**config.mk**
```make
export PLATFORM = sky130hd
export DESIGN_NAME = rem_line_packer
export DESIGN_NICKNAME = d
export VERILOG_FILES = /design/src/rtl/rem_line_packer_pkg.sv /design/src/rtl/rem_line_packer.sv
export SDC_FILE = /design/constraint.sdc
export NUM_CORES = 1
export LEC_CHECK = 0
export CAP_MARGIN = 25
export CELL_PAD_IN_SITES_DETAIL_PLACEMENT = 1
export CELL_PAD_IN_SITES_GLOBAL_PLACEMENT = 1
export CORE_MARGIN = 2
export CORE_UTILIZATION = 34
export CTS_CLUSTER_DIAMETER = 30
export DETAILED_ROUTE_END_ITERATION = 16
export GPL_ROUTABILITY_DRIVEN = 0
export GPL_TIMING_DRIVEN = 0
export MAX_ROUTING_LAYER = met4
export PLACE_DENSITY = 0.76
export SLEW_MARGIN = 20
export SYNTH_ARGS = -nofsm -noshare
export SYNTH_HDL_FRONTEND = slang
export SYNTH_SLANG_ARGS = --single-unit
```
**constraint.sdc**
```tcl
create_clock -name clk -period 4.11 [get_ports clk]
set_input_delay 0.411 -clock clk [delete_from_list [all_inputs] [get_ports clk]]
set_output_delay 0.411 -clock clk [all_outputs]
set_load 0.03 [all_outputs]
```
**src/rtl/rem_line_packer_pkg.sv**
```systemverilog
// Purpose : shared constants, FSM state type and line helper for the regex-engine line packer.
// Latency : n/a (package only).
// Backpressure: n/a (package only).
package rem_line_packer_pkg;

   localparam int LINE_BYTES   = 64;
   localparam int HDR_BYTES    = 2;
   localparam int MAX_DATA_LEN = 65533;
   localparam int LINE_W       = LINE_BYTES * 8;

   typedef enum logic [1:0] {
      IDLE = 2'd0,
      FILL = 2'd1,
      SEND = 2'd2
   } state_t;

   // A whole line with every byte set to the pad value.
   function automatic logic [LINE_W-1:0] fill_line(input logic [7:0] pad);
      return {LINE_BYTES{pad}};
   endfunction

endpackage

```
**src/rtl/rem_line_packer.sv**
```systemverilog
// Purpose : packs a length word plus a byte stream into 512-bit lines for the regex engine;
//           line 0 carries header H=len+2 (LE, bytes 0-1), unused tail bytes are DELIMITER.
// Latency : a line is offered one cycle after its final byte (or after a zero length) is accepted.
// Backpressure: output_ready low holds SEND with output_data stable and char_ready low.
//
// Ports:
//   clk, rst                          - clock, synchronous active-high reset
//   len_valid/len_data/len_ready      - string length handshake (16-bit data-byte count)
//   char_valid/char_data/char_ready   - string byte handshake
//   output_valid/output_data/output_ready - 512-bit line handshake, byte k at [8k+7:8k]
//   err_len                           - one-cycle pulse when a length above MAX_DATA_LEN is rejected
//   strings_sent                      - wrapping count of fully emitted strings
module rem_line_packer
   import rem_line_packer_pkg::*;
#(
   parameter logic [7:0] DELIMITER = 8'h00
) (
   input  logic         clk,
   input  logic         rst,
   input  logic         len_valid,
   input  logic [15:0]  len_data,
   output logic         len_ready,
   input  logic         char_valid,
   input  logic [7:0]   char_data,
   output logic         char_ready,
   output logic         output_valid,
   output logic [511:0] output_data,
   input  logic         output_ready,
   output logic         err_len,
   output logic [31:0]  strings_sent
);

   state_t          state, state_n;
   logic [LINE_W-1:0] line;
   logic [6:0]      ptr;
   logic [15:0]     remaining;

   logic            len_fire, char_fire, out_fire, len_bad, last_byte;
   logic [15:0]     hdr_word;
   logic            len_ready_n, char_ready_n, output_valid_n;

   assign len_fire  = len_valid & len_ready;
   assign char_fire = char_valid & char_ready;
   assign out_fire  = output_valid & output_ready;
   assign len_bad   = len_data > 16'(MAX_DATA_LEN);
   // Final byte of a line: either the line is full or the string is exhausted.
   assign last_byte = (ptr == 7'(LINE_BYTES - 1)) || (remaining == 16'd1);
   // A zero-length string carries header 0, not 2. Bound on len_data keeps the sum in 16 bits.
   assign hdr_word  = (len_data == 16'd0) ? 16'd0 : len_data + 16'(HDR_BYTES);

   assign output_data = line;

   // Next-state logic.
   always_comb begin
      state_n = state;
      case (state)
         IDLE: begin
            if (len_fire && !len_bad)
               state_n = (len_data == 16'd0) ? SEND : FILL;
         end
         FILL: begin
            if (char_fire && last_byte)
               state_n = SEND;
         end
         SEND: begin
            if (out_fire)
               state_n = (remaining != 16'd0) ? FILL : IDLE;
         end
         default: state_n = IDLE;
      endcase
   end

   // Handshake outputs are decoded from the next state and then registered,
   // so they line up with the state they describe and are all flop outputs.
   always_comb begin
      len_ready_n    = (state_n == IDLE);
      char_ready_n   = (state_n == FILL);
      output_valid_n = (state_n == SEND);
   end

   // State, output and datapath registers.
   always_ff @(posedge clk) begin
      if (rst) begin
         state        <= IDLE;
         len_ready    <= 1'b0;
         char_ready   <= 1'b0;
         output_valid <= 1'b0;
         err_len      <= 1'b0;
         strings_sent <= 32'd0;
         ptr          <= 7'd0;
         remaining    <= 16'd0;
         line         <= fill_line(DELIMITER);
      end else begin
         state        <= state_n;
         len_ready    <= len_ready_n;
         char_ready   <= char_ready_n;
         output_valid <= output_valid_n;
         err_len      <= len_fire & len_bad;

         case (state)
            IDLE: begin
               if (len_fire && !len_bad) begin
                  // Later assignment to bits 15:0 overrides the pad fill there.
                  line       <= fill_line(DELIMITER);
                  line[15:0] <= hdr_word;
                  ptr        <= 7'(HDR_BYTES);
                  remaining  <= len_data;
               end
            end
            FILL: begin
               if (char_fire) begin
                  line[{ptr[5:0], 3'b000} +: 8] <= char_data;
                  ptr       <= ptr + 7'd1;
                  remaining <= remaining - 16'd1;
               end
            end
            SEND: begin
               if (out_fire) begin
                  if (remaining != 16'd0) begin
                     line <= fill_line(DELIMITER);
                     ptr  <= 7'd0;
                  end else begin
                     strings_sent <= strings_sent + 32'd1;
                  end
               end
            end
            default: ;
         endcase
      end
   end

endmodule

```
* Word-level counts from Yosys, hierarchy flattened *
Cells that the tools add are included.

word-level totals
  register bits after elaboration = 573
  input port bits = 29

cells by class
  $add $sub $neg = 5
  magnitude comparators = 1
  eq/ne operators = 10
  shifts and indexed selects = 2
  muxes and demuxes = 21
  bitwise gates (word level) = 5
  reductions and logical operators = 13

operator list
  cell                      number
  $mux 512                  4
  $pmux 512 s3              1
  $bwmux 512                1
  $shift 8x11->512 const A  1
  $shiftx 8x11->512         1
  $mux 16                   3
  $add 32x1->32 const B     1
  $pmux 16 s2               1
  $mux 7                    4
  $pmux 7 s3                1
  $add 16x2->16 const B     1
  $eq 16x1->1 const B       1
  $gt 16x16->1 const B      1
  $logic_not 16->1          1
  $reduce_bool 16->1        1
  $sub 16x1->16 const B     1
  $neg 9->11                1
  $mux 2                    4
  $ne 2x2->1 const B        4
  $add 7x1->7 const B       1
  $eq 7x6->1 const B        1
  $pmux 2 s3                1
  $reduce_and 3->1          2
  $reduce_and 5->1          1
  11 further kinds          18

* Logic depth before layout (Yosys ltp) *
  word-level depth = 6
  mapped depth = 12

* Worst setup path after synthesis *
No wires, ideal clock.

  path kind = reg-to-reg
  start = register ptr[0]
  end = register line[328], in the netlist output_data[328]
  library setup time = 0.128 ns
  data arrival time = 2.943 ns
  required time = 3.982 ns
  setup slack = 1.039 ns
  stages on the path, launching flop included = 11
  cells stage by stage = dfxtp_1 clkbuf_1 inv_1 ha_1 buf_2 xnor2_1 nand2_1 a21o_2 nor4_4 mux2i_1 nor2_1

on the way
  word-level cells in the longest chain between the ends = 5

RTL lines
  item                                                   line                    text
  start, declared                                        rem_line_packer.sv:35   logic [6:0] ptr;
  start signal, assigned                                 rem_line_packer.sv:106  ptr <= 7'(HDR_BYTES);
  start signal, assigned                                 rem_line_packer.sv:113  ptr <= ptr + 7'd1;
  $neg 9->11 (*)                                         rem_line_packer.sv:112  line[{ptr[5:0], 3'b000} +: 8] <= char_data;
  $shiftx 8x11->512 or $shift 8x11->512 (tied branches)  rem_line_packer.sv:112
  $bwmux 512 (*)                                         rem_line_packer.sv:112
  $mux 512 (*)                                           rem_line_packer.sv:111  if (char_fire) begin
  $pmux 512 s3 (*)                                       rem_line_packer.sv:100  case (state)
  end signal, assigned                                   rem_line_packer.sv:104  line <= fill_line(DELIMITER);
  end signal, assigned by index                          rem_line_packer.sv:112
  end signal, assigned                                   rem_line_packer.sv:120  line <= fill_line(DELIMITER);
  end, declared                                          rem_line_packer.sv:34   logic [LINE_W-1:0] line;

Mark *: on every way between the ends. The rest lies on a longest branch, timed or not. The select of a mux whose other input is x is not followed.
A chain may end at the register's enable or synchronous reset.

* Final worst setup path *
  start = register ptr[0]
  end = register line[15], in the netlist output_data[15]

The elaborated chain is that of the path after synthesis.

==> metrics.txt <==
Fin. Hold Viols=0; Hold Path Class=input port to flop; critical path class=flop to flop; dpl cell area=31000 um2; Cell Area, Synth=24000 um2; DR vias=between 20000 and 25000; Hold WS=0.108 ns; total gr overflow=0; vias per inst=between 5 and 6; status=finished, violations left; number of cell rows=97; GRT Total Usage=30.7%; CTS Sinks=573; PD cells=~500 nW/um2; Die X=270 um; routed length per instance=26.0 um; nets=3303; Syn. warnings=0; startpoint types=flop; Final Cycle Share=100%; largest net degree at the start of global routing=17; max_cap viols=0; commonest non-fill, non-tap cell in the layout=nor2_1; most frequent cells in the layout=594 x nor2_1, 573 x dfxtp_1, 572 x clkdlybuf4s50_1; Rel. slew slack=between 20% and 30%; crit path DAT=4.71 ns; clk slew on worst S/H paths=0.04 ns; CTS tree=done; placed cells=4036; hpwl dp=82700 um; final WL=112000 um; Port Buf Inserts=around 570; Placement Setup Slack=-0.485 ns; Synth Register Bits=between 500 and 600; critical-path maximum fanout=10; register area share after synthesis=47.9%; H-tree level count=4; root buffer cell=clkbuf_16; Cell variety after synth=66; first-pass GRT wire length=162000 um; Slew @ Worst Pin=1.10 ns; CTS Buffer Depth=3; Total Neg Setup Slack=-0.0168 ns; Max Fclk=0.242 GHz; cell taking the most area after synthesis=dfxtp_1; Worst setup EP type=flop; Synth Flop Type=dfxtp_1; final worst slack=-0.0168 ns; largest cells by area after synthesis=dfxtp_1 48%, mux2i_1 19%, nor2_1 9.3%, nor4_4 3.3%, clkbuf_1 2.1%; Critical Path RT=4.70 ns; LEAKAGE=12.4 nW; setup violators final=1; CTS Buf Count=136; post-route antenna net violation count=0; RSZ-0062 raised after global routing=true; Max Slew Vio Count=0; Util after Layout=51.8%; Synth-to-Final Area Change=51.1%; die area=between 70000 and 80000 um2; post-synth top area share=47.9%; Non-Filler Instances=4312; number of global-route vias before repair=24200; I/O Pins=577; Clock Latency Late Sink=0.74 ns; cell area after layout=36200 um2; Synth Net Count=2559; Die H=around 270 um; Initial Util=34.3%; Period minus WS final=approximately 4.1 ns; Hold Buf Count CTS=0; Iter 0 DRT Violations=1620; Pwr Total=around 18 mW; Mean Syn Cell Area=9.52 um2; violated checks=setup timing; EDFF count, synth=0; DRC violations left=0; drt first pass iters=6; share of cells above drive strength 1=10.9%; Max IR drop VDD=0.384 mV; ys async rst share=0%; Worst Skew=0.0563 ns; number of antenna violations at the first check in global routing=5; Synth Instances=2517; total core area=69900 um2
-- worst max-delay path, cell delays in order, from the launching register on --
cell	delay, ns
dfxtp_1	0.58
clkbuf_2	0.33
inv_1	0.21
ha_1	0.33
xor2_1	0.18
clkbuf_1	0.32
nor4_2	0.67
and2_1	0.49
nor3b_1	0.49
o21ai_0	0.18
a211oi_1	0.24
-- logic make-up after synthesis --
kind of cell | share of synthesized area, %
adders and majority gates | 0.679
muxes | 19.3
buffers and inverters | 3.21
AOI/OAI and AO/OA | 5.79
xor gates and xnor gates | 1.75
DFF | 47.9
and+or+nand+nor | 21.5
-- synth_stat cells (all sizes together), types with 4 or more instances --
master / count
nor2: 595
dfxtp: 573
mux2i: 459
clkbuf: 132
nand2: 111
a21oi: 84
nand3: 82
o21ai: 59
nor4: 54
nor3: 48
buf: 42
and3: 28
xnor2: 24
xor2: 24
and2: 22
nand4: 19
inv: 16
ha: 13
or4: 13
and4: 11
o32ai: 11
a22oi: 9
nand2b: 8
or3: 8
nor2b: 6
o21a: 6
a311oi: 5
nor3b: 5
o211ai: 5
a211oi: 4
a22o: 4
-- layer usage --
metal	up-vias	wire (um)	track usage [%]
met2	869	55300	52.3
met1	11300	42800	32.6
met3	246	8780	9.98
met4	0	5010	13.1
li1	10200	-	-
met5	-	0	-
-- power breakdown --
| group | internal, mW | switching, mW |
|---|---|---|
| Combinational | 0.287 | 1.03 |
| Sequential | 5.61 | 0.0472 |
| Clock | 7.44 | 3.70 |
| Total | 13.3 | 4.78 |
-- sequential cells by signal, indices dropped and copies added (netlist names) --
register,count
len_ready,1
char_ready,1
err_len,1
state,2
output_data,512
remaining,16
ptr,7
strings_sent,32
output_valid,1
-- path summary, 6_finish.rpt --
check	depth (start not counted)	start	slack, ns	end
setup / recovery	10	ptr[0]	-0.02	output_data[15]
hold / removal	2	rst	0.11	state[1]
setup reg to reg	10	ptr[0]	-0.02	output_data[15]
hold reg to reg	2	output_data[45]	0.45	output_data[45]
-- repair_timing --
action / 4_1_cts / 5_1_grt
hold endpoints to repair: 0 / 0
pin swaps: 6 / 13
endpoints found under the setup margin: 140 / 128
buffers inserted: 6 / 13
resized for setup: 6 / 2
-- cell type report --
type                            instances  area (um2)
Tap cell                              940        1180
Timing Repair Buffer                  606        6230
Fill cell                            7675       33700
Inverter                               16        60.1
Clock inverter                         70        1060
Antenna cell                            3        7.51
Multi-Input combinational cell       1754       11800
Sequential cell                       573       11500
Buffer                                174         714
Clock buffer                          176        3740
Note: power is estimated with default switching activity, not from simulation.
==> RTL edit (config.mk and constraints unchanged) <==
Reset style: asynchronous (`rst`), changed in one clocked block. Comments in the files are not updated.
--- a/src/rtl/rem_line_packer.sv
+++ b/src/rtl/rem_line_packer.sv
@@ -79,7 +79,7 @@
    end
 
    // State, output and datapath registers.
-   always_ff @(posedge clk) begin
+   always_ff @(posedge clk or posedge rst) begin
       if (rst) begin
          state        <= IDLE;
          len_ready    <= 1'b0;
Function: not settled (the Yosys comparison gave no result); the edit may change what the design does.
==> RTL edit against the unedited design <==
Area after synthesis up 11%. Setup slack improved by 0.16 ns. Wire length rose by 4.3%. Final area grew 7.7%. Sequential cell count did not move. Clock skew shrank 0.019 ns. Die area increased by 11%. First-iteration DRC count fell by 3.1%. Critical endpoint is now output_data[178]$_DFFE_PP0P_.
Power is not compared: it rests on default switching activity, and its combinational part moved more than twofold at a synthesized area within 25%.
==> RTL edit: results (changes against the unedited design) <==
Outcome: finished, final reports clean
Mean routed wirelength per cell: 27.51 um (+6.0%)
Syn Nets: 2406 (-6.0%)
F_max: 0.2519 GHz (+4.0%)
WP data arrival: 4.51 ns (-0.20 ns)
Worst hold path cell count: 3 (+1)
Post-DP Area: 34070 sq um (+10%)
Vias in the first global route: 26.47k (+9.5%)
Placed cells: 3992 (-1.1%)
CP Capture Point: output_data[178]$_DFFE_PP0P_
Worst Min Path Start: len_data[10]
Worst slew pin tran: 1.026 ns (-0.07680 ns)
Synth Area in Compound Gates: 14.01% (+8.2 points)
First-pass GRT wire length: 175200 um (+7.9%)
Fillers: 8167 (+6.4%)
Yosys cell types: 65 (-1.5%)
Top cells by count, synth: 573 x dfrtp_1, 469 x o21ai_0, 458 x mux2i_1
Starting DRT DRC Count: 1569 (-3.1%)
Port-buffer cells: 564 (-1.4%)
All-Layer GR Usage: 29.35% (-1.3 points)
Layout cells sized above 1: 12.30% (+1.4 points)
Pre-antenna DRT Iters: 8 (+2)
Mux share of post-synthesis cell area: 17.20% (-2.1 points)
Post-Synth Adder-Cell Area: 0.4695% (-0.21 points)
Hold Path Sink: remaining[10]$_DFFE_PP0P_
Pin count of the biggest net entering global routing: 38 (+21)
Mean post-synth cell area: 11.26 sq um (+18%)
Slowest cell on crit path: buf_2
Post-DP HPWL: 81610 um (-1.3%)
Avg Vias per Cell: 5.670 (+7.9%)
Sequential area share after synthesis: 53.80% (+6.0 points)
Hold_ws: 0.1766 ns (+0.06901 ns)
-- RTL edit: per-layer routing --
metal	part of all wire (%)	routed length [um]	global-route usage (%)	vias up
met5	0	0	-	-
met2	49	56860	47.68	923
met3	6.6	7751	7.259	301
li1	-	-	-	10250
met1	40	46640	34.22	12600
met4	4.7	5512	13.66	0
-- RTL edit: kinds of logic (layout without fill, tap and decap cells) --
| logic type | Yosys count | count (layout) |
|---|---|---|
| XOR/XNOR | 48 | 48 |
| adder cells (fa/ha/maj) | 10 | 10 |
| multiplexers | 458 | 458 |
| AND/OR/NAND/NOR | 354 | 354 |
| buffers and inverters | 255 | 1091 |
| flip-flops | 573 | 573 |
| AO/OA/AOI/OAI | 669 | 669 |
| other | 0 | 2 |
-- RTL edit: what timing repair did --
item                       4_1_cts  5_1_grt
setup endpoints to repair       15      411
pin swaps                        0        2
gates resized for setup          2        9
hold buffers                     0        0
setup buffers                    0        3
-- RTL edit: area by class of cell --
class	count	area [sq um]	share of cell area, %
Antenna cell	2	5.005	0.01283
Inverter	11	45.04	0.1155
Clock inverter	64	910.9	2.335
Multi-Input combinational cell	1539	11320	29.02
Buffer	244	1037	2.659
Sequential cell	573	14340	36.76
Clock buffer	184	3939	10.10
Timing Repair Buffer	588	6111	15.67
Tap cell	1040	1301	3.336
-- RTL edit: power groups by stage --
stage | Sequential [mW] | Combinational (mW) | Clock, mW
floorplan | 8.17 | 4.32 | 0
global placement | 6.98 | 9.33 | 0
detailed placement | 7.01 | 9.74 | 0
CTS | 6.95 | 9.87 | 11.4
global route | 7.03 | 10.5 | 11.7
finish | 6.97 | 9.97 | 11.3
